$ cat src/rtl/fixed_to_floating_point_converter.sv
// fixed_to_floating_point_converter
//   Converts a signed two's-complement fixed-point sample (value = in_data / 2^FRAC)
//   into the packed float word {sign, exp[E-1:0], man[M-1:0]} with a hidden leading 1.
//   Normalization shifts the magnitude left one bit per cycle until its MSB is set.
//   Mantissa bits below the kept field are truncated (round toward zero).
//   Underflow flushes to zero and overflow saturates to the all-ones exp/man.
//
// Ports:
//   clk       in   rising-edge clock
//   rst       in   synchronous active-high reset
//   in_data   in   [IN_WIDTH-1:0]   signed fixed-point operand
//   in_valid  in   operand valid
//   in_ready  out  block can accept an operand (only in IDLE)
//   out_data  out  [DATA_WIDTH-1:0] float result, held stable while out_valid
//   out_valid out  result valid
//   out_ready in   downstream accepts result
module fixed_to_floating_point_converter #(
    parameter int DATA_WIDTH = 10,
    parameter int M          = 5,
    parameter int E          = 4,
    parameter int BIAS       = 7,
    parameter int IN_WIDTH   = 12,
    parameter int FRAC       = 8
) (
    input  logic                  clk,
    input  logic                  rst,
    input  logic [IN_WIDTH-1:0]   in_data,
    input  logic                  in_valid,
    output logic                  in_ready,
    output logic [DATA_WIDTH-1:0] out_data,
    output logic                  out_valid,
    input  logic                  out_ready
);

    localparam int EXP_W = E + $clog2(IN_WIDTH) + 1;

    // Exponent of a magnitude whose MSB is already set; each normalizing shift subtracts one.
    localparam logic signed [EXP_W-1:0] EXP_INIT = EXP_W'(IN_WIDTH - 1 - FRAC + BIAS);
    localparam logic signed [EXP_W-1:0] EXP_MAX  = EXP_W'((1 << E) - 1);

    typedef enum logic [1:0] {IDLE, NORM, DONE} state_t;

    state_t                   r_state;
    logic                     r_sign;
    logic [IN_WIDTH-1:0]      r_mag;
    logic signed [EXP_W-1:0]  r_exp;
    logic [DATA_WIDTH-1:0]    r_out_data;
    logic                     r_in_ready;

    state_t                   w_state_nxt;
    logic                     w_sign_nxt;
    logic [IN_WIDTH-1:0]      w_mag_nxt;
    logic signed [EXP_W-1:0]  w_exp_nxt;
    logic [DATA_WIDTH-1:0]    w_out_nxt;
    logic [IN_WIDTH-1:0]      w_abs;
    logic [DATA_WIDTH-1:0]    w_result;

    // The most negative input negates to 2^(IN_WIDTH-1), which still fits as unsigned.
    assign w_abs = in_data[IN_WIDTH-1] ? (~in_data + 1'b1) : in_data;

    always_comb begin
        w_result = '0;
        if (r_exp[EXP_W-1]) begin
            w_result = '0;
        end else if (r_exp > EXP_MAX) begin
            w_result = {r_sign, {E{1'b1}}, {M{1'b1}}};
        end else begin
            w_result = {r_sign, r_exp[E-1:0], r_mag[IN_WIDTH-2 -: M]};
        end
    end

    always_comb begin
        w_state_nxt = r_state;
        w_sign_nxt  = r_sign;
        w_mag_nxt   = r_mag;
        w_exp_nxt   = r_exp;
        w_out_nxt   = r_out_data;
        case (r_state)
            IDLE: begin
                if (in_valid && r_in_ready) begin
                    w_sign_nxt  = in_data[IN_WIDTH-1];
                    w_mag_nxt   = w_abs;
                    w_exp_nxt   = EXP_INIT;
                    w_state_nxt = NORM;
                end
            end
            NORM: begin
                if (r_mag == '0) begin
                    w_out_nxt   = '0;
                    w_state_nxt = DONE;
                end else if (r_mag[IN_WIDTH-1]) begin
                    w_out_nxt   = w_result;
                    w_state_nxt = DONE;
                end else begin
                    w_mag_nxt = r_mag << 1;
                    w_exp_nxt = r_exp - EXP_W'(1);
                end
            end
            DONE: begin
                if (out_ready) begin
                    w_state_nxt = IDLE;
                end
            end
            default: w_state_nxt = IDLE;
        endcase
    end

    always_ff @(posedge clk) begin
        if (rst) begin
            r_state    <= IDLE;
            r_sign     <= 1'b0;
            r_mag      <= '0;
            r_exp      <= '0;
            r_out_data <= '0;
            r_in_ready <= 1'b0;
        end else begin
            r_state    <= w_state_nxt;
            r_sign     <= w_sign_nxt;
            r_mag      <= w_mag_nxt;
            r_exp      <= w_exp_nxt;
            r_out_data <= w_out_nxt;
            // Registered so ready stays low through reset and rises the cycle after.
            r_in_ready <= (w_state_nxt == IDLE);
        end
    end

    assign in_ready  = r_in_ready;
    assign out_valid = (r_state == DONE);
    assign out_data  = r_out_data;

endmodule

$ cat config.mk
export PLATFORM = sky130hd
export DESIGN_NAME = fixed_to_floating_point_converter
export DESIGN_NICKNAME = d
export VERILOG_FILES = /design/src/rtl/fixed_to_floating_point_converter.sv
export SDC_FILE = /design/constraint.sdc
export NUM_CORES = 1
export LEC_CHECK = 0
export ABC_CLOCK_PERIOD_IN_PS = 4140
export BUFFER_PORTS_ARGS = -buffer_cell sky130_fd_sc_hd__buf_2
export CAP_MARGIN = 10
export CORE_MARGIN = 5
export CORE_UTILIZATION = 55
export CTS_CLUSTER_SIZE = 28
export DETAILED_ROUTE_END_ITERATION = 10
export PLACE_DENSITY = 0.77
export SLEW_MARGIN = 20
export SYNTH_ARGS = -nofsm -noshare
export SYNTH_HDL_FRONTEND = slang
export SYNTH_SLANG_ARGS = --single-unit
$ cat constraint.sdc
create_clock -name clk -period 4.14 [get_ports clk]
set_clock_uncertainty 0.05 [all_clocks]
set_input_delay 0 -clock clk [delete_from_list [all_inputs] [get_ports clk]]
set_output_delay 0 -clock clk [all_outputs]
set_load 0.03 [all_outputs]
==> summary.md, run 1 <==
| Metric | Value |
|---|---|
| Status | `finished, final reports clean` |
| Fin cells | `a little over 300` |
| Htree depth | `2` |
| Power, Total | `1.78 mW` |
| Crit path time final | `approximately 2.3 ns` |
| Setup TNS | `0 ns` |
| Post-CTS Setup Bufs | `0` |
| Drt wl/cell | `roughly 15 um` |
| Via/cell ratio | `6.21` |
| Yosys warning count | `0` |
| Post-route ant nets | `0` |
| CP arrival | `around 2.5 ns` |
| Setup CP Type | `reg2reg` |
| Final design utilization | `0.655` |
| Mapped Nets | `about 250` |
| TritonCTS clock tree | `done` |
| Leak Pwr | `slightly below 0.9 nW` |
| Most frequent cells in the layout | `dfxtp_1 (35), buf_2 (27), a21oi_1 (22)` |
| CP required | `~4.4 ns` |
| Via Count | `approximately 1,900` |
| Total clock sinks | `35` |
| Vias in the first global route | `about 1,700` |
| Most common cell after layout, fill and taps aside | `dfxtp_1` |
| CP max stage cell | `nor4_4` |
| Port buffer count | `27` |
| Fin. max-slew vios | `0` |
| Max incr delay on CP | `0.77 ns` |
| Initial antenna violation count | `0` |
| Hold path start | `rst` |
| Rel. slew slack | `0.346` |
| Total grt overflow | `0` |
| Synth Cell Area | `0.00198 mm^2` |
| Distinct cells, synth | `between 50 and 60` |
| RSZ-0062 raised after global routing | `no` |
| Final setup viols | `0` |
| # nets final | `roughly 280` |
| Worst path cell trace | `or4_4, nor4_4, nor2_2, a311oi_1` |
| Startpoint type of the worst setup path | `flip-flop` |
| CTS clock-pin slew for the worst setup and hold paths | `between 0.1 and 0.15 ns` |
| First-pass GRT wire length | `7980 um` |
| Initial core utilization | `0.581` |
| All-Layer GR Usage | `0.199` |
| Num CTS Buffers | `5` |
| Clock latency on the worst-skew pair | `around 0.36 ns` |
| WP buf/inv | `0` |
| Layout cells sized above 1 | `0.181` |
| EDFF count, synth | `0` |
| Main synth FF type | `dfxtp_1` |
| # placed instances | `a little under 300` |
| #FFs+latches synth | `35` |
| Routed wire length | `4700 um` |
| Critical Path Source | `r_mag[11]$_SDFFE_PP0P_` |
| Asr flop ratio synth | `0` |
| Final hold vios | `0` |
| Sequential share of the synthesized area | `0.353` |
| Pin count of the biggest net entering global routing | `27` |
| Post-Synthesis Cells | `around 240` |
| CP Capture Type | `flip-flop` |
| Post-CTS resize count | `0` |
| Ant diodes | `0` |
| Longest Clk Path Bufs | `2` |
| Worst Max-Slew Pin Slew | `0.980 ns` |
| Syn avg cell area | `roughly 8.4 um^2` |
| CP delay by family, top | `simple AND/OR/NAND/NOR gates` |
| Die width | `between 70 and 80 um` |
| 1st-iter DRT viols | `133` |
| Die H | `~70 um` |
| FMAX | `around 430 MHz` |
| Post-DP HPWL | `3390 um` |
| Crit path max fanout | `15` |
| FF-to-FF Start | `r_mag[11]$_SDFFE_PP0P_` |
| Period utilization | `0.558` |
| Max Cap Violations | `0` |
| Area delta synth->final | `12.7%` |
| I/O pin count | `28` |
| Peak VDD IR | `around 0.00044 V` |
| Power Density | `between 700 and 800 mW/mm^2` |
| Core footprint | `0.00342 mm^2` |
| GPL Wtd Cong | `~0.85` |
| Fillers | `around 300` |
| CTS Hold Bufs | `4` |
| Row cnt | `21` |
| Worst hold path type | `in2reg` |
| Root Buffer | `clkbuf_4` |
| Drt pass-1 iters | `4` |
| Die area | `a little under 0.005 mm^2` |
| DR DRC count | `0` |
-- layout make-up --
cell class                      instances  area, um^2  area share
Multi-Input combinational cell        178        1190       0.533
Sequential cell                        35         701       0.313
Timing Repair Buffer                   31         175      0.0783
Tap cell                               46        57.6      0.0257
Clock inverter                          3        43.8      0.0196
Clock buffer                            5        37.5      0.0168
Inverter                                8        30.0      0.0134
-- power by group --
part / internal (mW) / leakage (nW) / switching [mW]
registers: 0.442 / 0.285 / 0.124
clock network: 0.127 / 0.0452 / 0.127
logic: 0.365 / 0.552 / 0.596
-- cells in the mapped netlist (all sizes together), types with 2 or more instances --
cell | count | area [um^2]
nor3b | 2 | 20.0
or4 | 9 | 75.1
a311oi | 3 | 32.5
ha | 3 | 37.5
a22o | 3 | 26.3
o211ai | 3 | 22.5
a32oi | 3 | 26.3
a22oi | 2 | 15.0
nor4 | 6 | 58.8
a211oi | 5 | 37.5
inv | 8 | 30.0
mux2i | 6 | 60.1
nand3 | 5 | 25.0
dfxtp | 35 | 701
and2 | 4 | 25.0
xnor2 | 2 | 17.5
buf | 4 | 23.8
o31ai | 6 | 45.0
nor3 | 3 | 15.0
nand2 | 15 | 56.3
a21oi | 23 | 119
o2bb2ai | 7 | 61.3
nor2b | 3 | 18.8
o21ai | 10 | 50.1
nand4 | 4 | 25.0
or3 | 8 | 50.1
nand2b | 6 | 37.5
clkbuf | 10 | 37.5
nor2 | 20 | 77.6
-- kinds of logic after synthesis --
| group | Yosys count | synth area share |
|---|---|---|
| muxes | 6 | 0.0303 |
| DFF | 35 | 0.353 |
| and+or+nand+nor | 92 | 0.278 |
| AOI/OAI and AO/OA | 74 | 0.260 |
| buffers and inverters | 22 | 0.0461 |
| adders and majority gates | 3 | 0.0189 |
| xor gates and xnor gates | 3 | 0.0133 |
-- routing by layer --
metal,track usage,part of all wire,vias up
met1,0.278,0.48,899
li1,-,-,942
met5,0,0,-
met2,0.298,0.45,52
met4,0.0766,0.016,0
met3,0.0402,0.049,8
-- final timing paths --
| path | end | slack [ns] | cells past startpoint |
|---|---|---|---|
| setup reg to reg | r_mag[7]$_SDFFE_PP0P_ | 1.83 | 4 |
| hold reg to reg | out_data[1]$_SDFFE_PP0P_ | 0.42 | 1 |
| setup / recovery | r_mag[7]$_SDFFE_PP0P_ | 1.83 | 4 |
| hold / removal | r_state[0]$_SDFF_PP0_ | 0.006 | 2 |
-- sequential cells by signal, summed over array words and instances, names as in the netlist --
| name | count |
|---|---|
| r_mag | 12 |
| out_data | 10 |
| r_exp | 9 |
| r_state | 2 |
| in_ready | 1 |
| r_sign | 1 |
-- per-stage QoR --
step                setup WS, ns  cell area (um^2)  hold WS [ns]
floorplan                   2.38              1980        0.0860
finish                      1.83              2240       0.00594
global route                1.68              2240        0.0196
global placement            1.92              2110         0.260
detailed placement          1.84              2110         0.255
CTS                         1.83              2240        0.0116
Power figures use the tool's default switching activity.
==> run 2, diff against run 1 <==
--- a/config.mk
+++ b/config.mk
@@ -5,7 +5,7 @@
 export SDC_FILE = /design/constraint.sdc
 export NUM_CORES = 1
 export LEC_CHECK = 0
-export ABC_CLOCK_PERIOD_IN_PS = 4140
+export ABC_CLOCK_PERIOD_IN_PS = 2400
 export BUFFER_PORTS_ARGS = -buffer_cell sky130_fd_sc_hd__buf_2
 export CAP_MARGIN = 10
 export CORE_MARGIN = 5
==> constraint.sdc (replaced) <==
create_clock -name clk -period 2.4 [get_ports clk]
set_clock_uncertainty 0.05 [all_clocks]
set_input_delay 0 -clock clk [delete_from_list [all_inputs] [get_ports clk]]
set_output_delay 0 -clock clk [all_outputs]
set_load 0.03 [all_outputs]
==> summary.md, run 2 (same netlist as run 1, synthesis figures left out) <==
| Metric | Value |
|---|---|
| Status | `finished, final reports clean (unchanged)` |
| Rel. slew slack | `0.560 (was 0.346)` |
| Initial core utilization | `0.581 (unchanged)` |
| Via/cell ratio | `6.16 (was 6.21)` |
| Setup CP Type | `reg2reg (unchanged)` |
| GPL Wtd Cong | `0.848 (was 0.849)` |
| Most frequent cells in the layout | `dfxtp_1 (35), buf_2 (27), a21oi_1 (22) (unchanged)` |
| Layout cells sized above 1 | `0.201 (was 0.181)` |
| Total grt overflow | `0 (unchanged)` |
| Setup ws final | `0.390 ns (was 1.83 ns)` |
| Fillers | `290 (was 299)` |
| Critical Path Source | `r_mag[11]$_SDFFE_PP0P_ (unchanged)` |
| All-Layer GR Usage | `0.209 (was 0.199)` |
| Num CTS Buffers | `5 (unchanged)` |
| TritonCTS clock tree | `done (unchanged)` |
| Port buffer count | `27 (unchanged)` |
| Max reg flops | `12 (unchanged)` |
| Pin count of the biggest net entering global routing | `27 (unchanged)` |
| Startpoint type of the worst setup path | `flip-flop (unchanged)` |
| Setup TNS | `0 ns (unchanged)` |
| Peak VDD IR | `0.000788 V (was 0.000436 V)` |
| Post-route ant nets | `0 (unchanged)` |
| Initial antenna violation count | `0 (unchanged)` |
| CP Capture Point | `r_mag[3]$_SDFFE_PP0P_ (was r_mag[7]$_SDFFE_PP0P_)` |
| CP max stage cell | `or4_4 (was nor4_4)` |
| Die width | `70.0 um (unchanged)` |
| Clock latency on the worst-skew pair | `0.35 ns (was 0.36 ns)` |
| Register with the most flip-flops | `r_mag (unchanged)` |
| Area after DPL | `0.00217 mm^2 (was 0.00211 mm^2)` |
| Worst path cell trace | `or4_4, nor4_4, buf_4, nor2_2, a211oi_1 (was or4_4, nor4_4, nor2_2, a311oi_1)` |
| R2R Path End | `r_mag[3]$_SDFFE_PP0P_ (was r_mag[7]$_SDFFE_PP0P_)` |
| # placed instances | `301 (was 294)` |
| Final setup viols | `0 (unchanged)` |
| Worst Max-Slew Pin Slew | `0.654 ns (was 0.980 ns)` |
| FF-to-FF Start | `r_mag[11]$_SDFFE_PP0P_ (unchanged)` |
| Die area | `0.00491 mm^2 (unchanged)` |
| CP required | `2.61 ns (was 4.36 ns)` |
| Period utilization | `0.837 (was 0.558)` |
| Die H | `70.0 um (unchanged)` |
| Longest Clk Path Bufs | `2 (unchanged)` |
| Htree depth | `2 (unchanged)` |
| First-pass GRT wire length | `8450 um (was 7980 um)` |
| Drt pass-1 iters | `4 (unchanged)` |
| I/O pin count | `28 (unchanged)` |
| Reg2reg setup slack | `0.39 ns (was 1.83 ns)` |
| 1st-iter DRT viols | `153 (was 133)` |
| FMAX | `498 MHz (was 433 MHz)` |
| Crit path max fanout | `15 (unchanged)` |
| Final hold vios | `0 (unchanged)` |
| Power Density | `1380 mW/mm^2 (was 797 mW/mm^2)` |
| # nets final | `286 (was 278)` |
| Root Buffer | `clkbuf_4 (unchanged)` |
| RSZ-0062 raised after global routing | `no (unchanged)` |
| Vias in the first global route | `1,759 (was 1,734)` |
| Drt wl/cell | `15.2 um (was 15.4 um)` |
| Max Cap Violations | `0 (unchanged)` |
| DR DRC count | `0 (unchanged)` |
| CP arrival | `2.22 ns (was 2.53 ns)` |
| Core footprint | `0.00342 mm^2 (unchanged)` |
| Crit path time final | `2.01 ns (was 2.31 ns)` |
| Fin cells | `314 (was 306)` |
| CP Capture Type | `flip-flop (unchanged)` |
| Area delta synth->final | `16.2% (was 12.7%)` |
| Routed wire length | `4760 um (was 4700 um)` |
| Post-CTS Setup Bufs | `0 (unchanged)` |
| Max incr delay on CP | `0.56 ns (was 0.77 ns)` |
| Post-DP HPWL | `3420 um (was 3390 um)` |
| Worst slack, placed | `0.453 ns (was 1.84 ns)` |
| CTS clock-pin slew for the worst setup and hold paths | `0.11 ns (was 0.12 ns)` |
| Total clock sinks | `35 (unchanged)` |
| Post-Layout Inst Area | `0.00230 mm^2 (was 0.00224 mm^2)` |
| Row cnt | `21 (unchanged)` |
| Most common cell after layout, fill and taps aside | `dfxtp_1 (unchanged)` |
| Fin. max-slew vios | `0 (unchanged)` |
| Ant diodes | `0 (unchanged)` |
| R2R cell count | `5 (was 4)` |
| Worst hold path type | `in2reg (unchanged)` |
| Leak Pwr | `0.924 nW (was 0.882 nW)` |
| Via Count | `1,933 (was 1,901)` |
## run 2: worst min-delay path by stage
stage	depth (start not counted)	from	to	slack, ns
floorplan	2	in_data[0]	r_mag[0]$_SDFFE_PP0P_	0.09
global placement	3	out_ready	in_ready$_SDFF_PP0_	0.24
detailed placement	3	in_data[0]	r_mag[0]$_SDFFE_PP0P_	0.24
CTS	2	rst	r_state[1]$_SDFF_PP0_	0.01
global route	4	in_data[8]	r_mag[8]$_SDFFE_PP0P_	0.02
finish	4	in_data[8]	r_mag[8]$_SDFFE_PP0P_	0.01
## run 2: power by group
group	switching, mW	internal [mW]	leakage [nW]
registers	0.227	0.762	0.285
logic	1.03	0.718	0.591
clock network	0.204	0.246	0.0482
## run 2: worst max-delay path: cells and delay by family (launching register included)
family	cells	cell delay (ns)
buf+inv	1	0.25
flops	1	0.43
simple gates	3	0.93
compound gates	1	0.26
## run 2: cell type report
type                            count  area [um^2]  area share
Clock buffer                        6         51.3      0.0223
Clock inverter                      2         35.0      0.0152
Inverter                            8         30.0      0.0130
Multi-Input combinational cell    178         1190       0.517
Sequential cell                    35          701       0.304
Tap cell                           46         57.6      0.0250
Timing Repair Buffer               39          238       0.103
## run 2: timing repair
action | CTS | global route
resized for setup | 0 | 0
hold buffers | 5 | 0
endpoints found under the hold margin | 6 | 0
## run 2: metrics by stage
step / power (mW) / hold WS (ns) / utilization
2_1_floorplan: 2.30 / 0.0860 / -
3_3_place_gp: 2.68 / 0.236 / 0.634
3_5_place_dp: 2.71 / 0.238 / 0.634
4_1_cts: 3.17 / 0.0110 / 0.674
5_1_grt: 3.45 / 0.0179 / 0.674
6_report: 3.18 / 0.0112 / 0.674
## run 2: routing by layer
metal  vias up  GRT usage  share of wire
li1        955          -              -
met2        61      0.310           0.46
met1       908      0.299           0.47
met3         9     0.0459          0.054
met5         -          0              0
met4         0     0.0702          0.015
==> run 3, diff against run 2 <==
--- a/config.mk
+++ b/config.mk
@@ -5,7 +5,7 @@
 export SDC_FILE = /design/constraint.sdc
 export NUM_CORES = 1
 export LEC_CHECK = 0
-export ABC_CLOCK_PERIOD_IN_PS = 2400
+export ABC_CLOCK_PERIOD_IN_PS = 2000
 export BUFFER_PORTS_ARGS = -buffer_cell sky130_fd_sc_hd__buf_2
 export CAP_MARGIN = 10
 export CORE_MARGIN = 5
==> constraint.sdc (replaced) <==
create_clock -name clk -period 2 [get_ports clk]
set_clock_uncertainty 0.05 [all_clocks]
set_input_delay 0 -clock clk [delete_from_list [all_inputs] [get_ports clk]]
set_output_delay 0 -clock clk [all_outputs]
set_load 0.03 [all_outputs]
==> summary.md, run 3 (same netlist as run 1, synthesis figures left out) <==
| Metric | Value |
|---|---|
| Via Count | `1,919 (was 1,933)` |
| Final setup viols | `0 (unchanged)` |
| Fin. max-slew vios | `0 (unchanged)` |
| Clock latency on the worst-skew pair | `0.35 ns (about the same)` |
| Ant diodes | `0 (unchanged)` |
| Routed wire length | `4940 um (was 4760 um)` |
| Htree depth | `2 (unchanged)` |
| Max Cap Violations | `0 (unchanged)` |
| Leak Pwr | `0.995 nW (was 0.924 nW)` |
| Grt met1 use | `0.308 (was 0.299)` |
| Total grt overflow | `0 (unchanged)` |
| Core footprint | `0.00342 mm^2 (unchanged)` |
| Crit path time final | `1.88 ns (was 2.01 ns)` |
| Fin cells | `327 (was 314)` |
| GRT Max-Usage Layer | `met2 (unchanged)` |
| R2R Path End | `r_exp[5]$_SDFFE_PP0P_ (was r_mag[3]$_SDFFE_PP0P_)` |
| Area delta synth->final | `22.3% (was 16.2%)` |
| CP arrival | `2.07 ns (was 2.22 ns)` |
| Most frequent cells in the layout | `dfxtp_1 (33), buf_2 (27), a21oi_1 (22) (was dfxtp_1 (35), buf_2 (27), a21oi_1 (22))` |
| Worst slack, placed | `0.0981 ns (was 0.453 ns)` |
| R2R cell count | `6 (was 5)` |
| Row cnt | `21 (unchanged)` |
| Hold path depth | `4 (unchanged)` |
| Pin count of the biggest net entering global routing | `27 (unchanged)` |
| DR DRC count | `0 (unchanged)` |
| Root Buffer | `clkbuf_4 (unchanged)` |
| CP delay by family, top | `simple AND/OR/NAND/NOR gates (unchanged)` |
| CP required | `2.18 ns (was 2.61 ns)` |
| Max reg flops | `12 (unchanged)` |
| Layout cells sized above 1 | `0.246 (was 0.201)` |
| First-pass GRT wire length | `8470 um (was 8450 um)` |
| Setup CP Type | `reg2reg (unchanged)` |
| Setup ws final | `0.116 ns (was 0.390 ns)` |
| Initial antenna violation count | `0 (unchanged)` |
| Drt pass-1 iters | `4 (unchanged)` |
| Peak VDD IR | `0.00108 V (was 0.000788 V)` |
| Max incr delay on CP | `0.59 ns (was 0.56 ns)` |
| FMAX | `531 MHz (was 498 MHz)` |
| # nets final | `299 (was 286)` |
| Met3 usage | `0.0459 (unchanged)` |
| Setup TNS | `0 ns (unchanged)` |
| Final design utilization | `0.710 (was 0.674)` |
| WP buf/inv | `2 (was 1)` |
| Worst hold path type | `in2reg (unchanged)` |
| Power Density | `1750 mW/mm^2 (was 1380 mW/mm^2)` |
| Drt wl/cell | `15.1 um (was 15.2 um)` |
| Post-DP HPWL | `3690 um (was 3420 um)` |
| Die area | `0.00491 mm^2 (unchanged)` |
| Num CTS Buffers | `5 (unchanged)` |
| Worst path cell trace | `or4_4, nor4_4, buf_4, buf_4, nor4_2, mux2i_1 (was or4_4, nor4_4, buf_4, nor2_2, a211oi_1)` |
| Register with the most flip-flops | `r_mag (unchanged)` |
| Post-route ant nets | `0 (unchanged)` |
| Longest Clk Path Bufs | `2 (unchanged)` |
| Rel. slew slack | `0.507 (was 0.560)` |
| Initial core utilization | `0.581 (unchanged)` |
| Final hold vios | `0 (unchanged)` |
| FF-to-FF Start | `r_mag[1]$_SDFFE_PP0P_ (was r_mag[11]$_SDFFE_PP0P_)` |
| TritonCTS clock tree | `done (unchanged)` |
| Startpoint type of the worst setup path | `flip-flop (unchanged)` |
| Hold path start | `in_data[7] (was in_data[8])` |
| Worst hold path endpoint | `r_mag[7]$_SDFFE_PP0P_ (was r_mag[8]$_SDFFE_PP0P_)` |
| Met2 GRT Util | `0.312 (was 0.310)` |
| 1st-iter DRT viols | `178 (was 153)` |
| All-Layer GR Usage | `0.215 (was 0.209)` |
| Crit path max fanout | `8 (was 15)` |
| Status | `finished, final reports clean (unchanged)` |
| Worst Max-Slew Pin Slew | `0.740 ns (was 0.654 ns)` |
| CP max stage cell | `or4_4 (unchanged)` |
| Die width | `70.0 um (unchanged)` |
| Most Frequent Cell on Critical Path | `buf_4` |
| CTS clock-pin slew for the worst setup and hold paths | `0.11 ns (about the same)` |
| # placed instances | `313 (was 301)` |
| Most common cell after layout, fill and taps aside | `dfxtp_1 (unchanged)` |
| Die H | `70.0 um (unchanged)` |
| RSZ-0062 raised after global routing | `no (unchanged)` |
| Reg2reg setup slack | `0.12 ns (was 0.39 ns)` |
| I/O pin count | `28 (unchanged)` |
| Total clock sinks | `35 (unchanged)` |
| CP Capture Type | `flip-flop (unchanged)` |
| Vias in the first global route | `1,758 (was 1,759)` |
| Via/cell ratio | `5.87 (was 6.16)` |
| Period utilization | `0.942 (was 0.837)` |
| Port buffer count | `27 (unchanged)` |
| GPL Wtd Cong | `0.883 (was 0.848)` |
==> run 3: stage by stage <==
step | hold slack [ns] | total power, mW | instance area (um^2)
after global placement | 0.241 | 3.49 | 2260
after global routing | 0.0153 | 4.59 | 2420
after floorplan | 0.0860 | 2.76 | 1980
final | 0.0199 | 4.25 | 2420
after detailed placement | 0.245 | 3.52 | 2260
after CTS | 0.0167 | 4.16 | 2410
==> run 3: where the power goes <==
| part | internal (mW) | switching, mW |
|---|---|---|
| logic | 1.10 | 1.37 |
| registers | 0.917 | 0.230 |
| clock network | 0.390 | 0.241 |
==> run 3: worst max path at each step <==
stage / cells after the start / slack [ns] / end / startpoint
after CTS: 5 / 0.07 / r_exp[5]$_SDFFE_PP0P_ / r_mag[9]$_SDFFE_PP0P_
after floorplan: 5 / 0.24 / r_mag[11]$_SDFFE_PP0P_ / r_mag[0]$_SDFFE_PP0P_
after detailed placement: 5 / 0.1 / r_exp[5]$_SDFFE_PP0P_ / r_mag[9]$_SDFFE_PP0P_
final: 6 / 0.12 / r_exp[5]$_SDFFE_PP0P_ / r_mag[1]$_SDFFE_PP0P_
after global placement: 5 / 0.14 / out_data[6]$_SDFFE_PP0P_ / r_mag[2]$_SDFFE_PP0P_
after global routing: 6 / 0.004 / r_exp[8]$_SDFFE_PP0P_ / r_mag[1]$_SDFFE_PP0P_
==> run 3: layout make-up <==
type                            count  area, um^2
Clock buffer                        6        41.3
Clock inverter                      2        60.1
Multi-Input combinational cell    178        1200
Sequential cell                    35         703
Inverter                            8        30.0
Tap cell                           46        57.6
Fill cell                         278         991
Timing Repair Buffer               52         335
==> run 3: metal layers <==
layer,routed length [um],vias to the layer above
li1,-,982
met1,2440,866
met2,2120,60
met3,299,11
met4,74,0
met5,0,-
==> run 3: worst min-delay path: cells and delay by family <==
| kind | cells | cell delay (ns) |
|---|---|---|
| AOI/OAI and AO/OA | 1 | 0.10 |
| buffers and inverters | 1 | 0.11 |
| and+or+nand+nor | 1 | 0.05 |
| muxes | 1 | 0.12 |
==> run 3: timing repair <==
| item | 4_1_cts | 5_1_grt |
|---|---|---|
| gates resized for setup | 0 | 4 |
| endpoints found under the setup margin | 0 | 12 |
| hold buffers | 5 | 0 |
| hold endpoints to repair | 6 | 0 |
| buffers inserted | 0 | 1 |
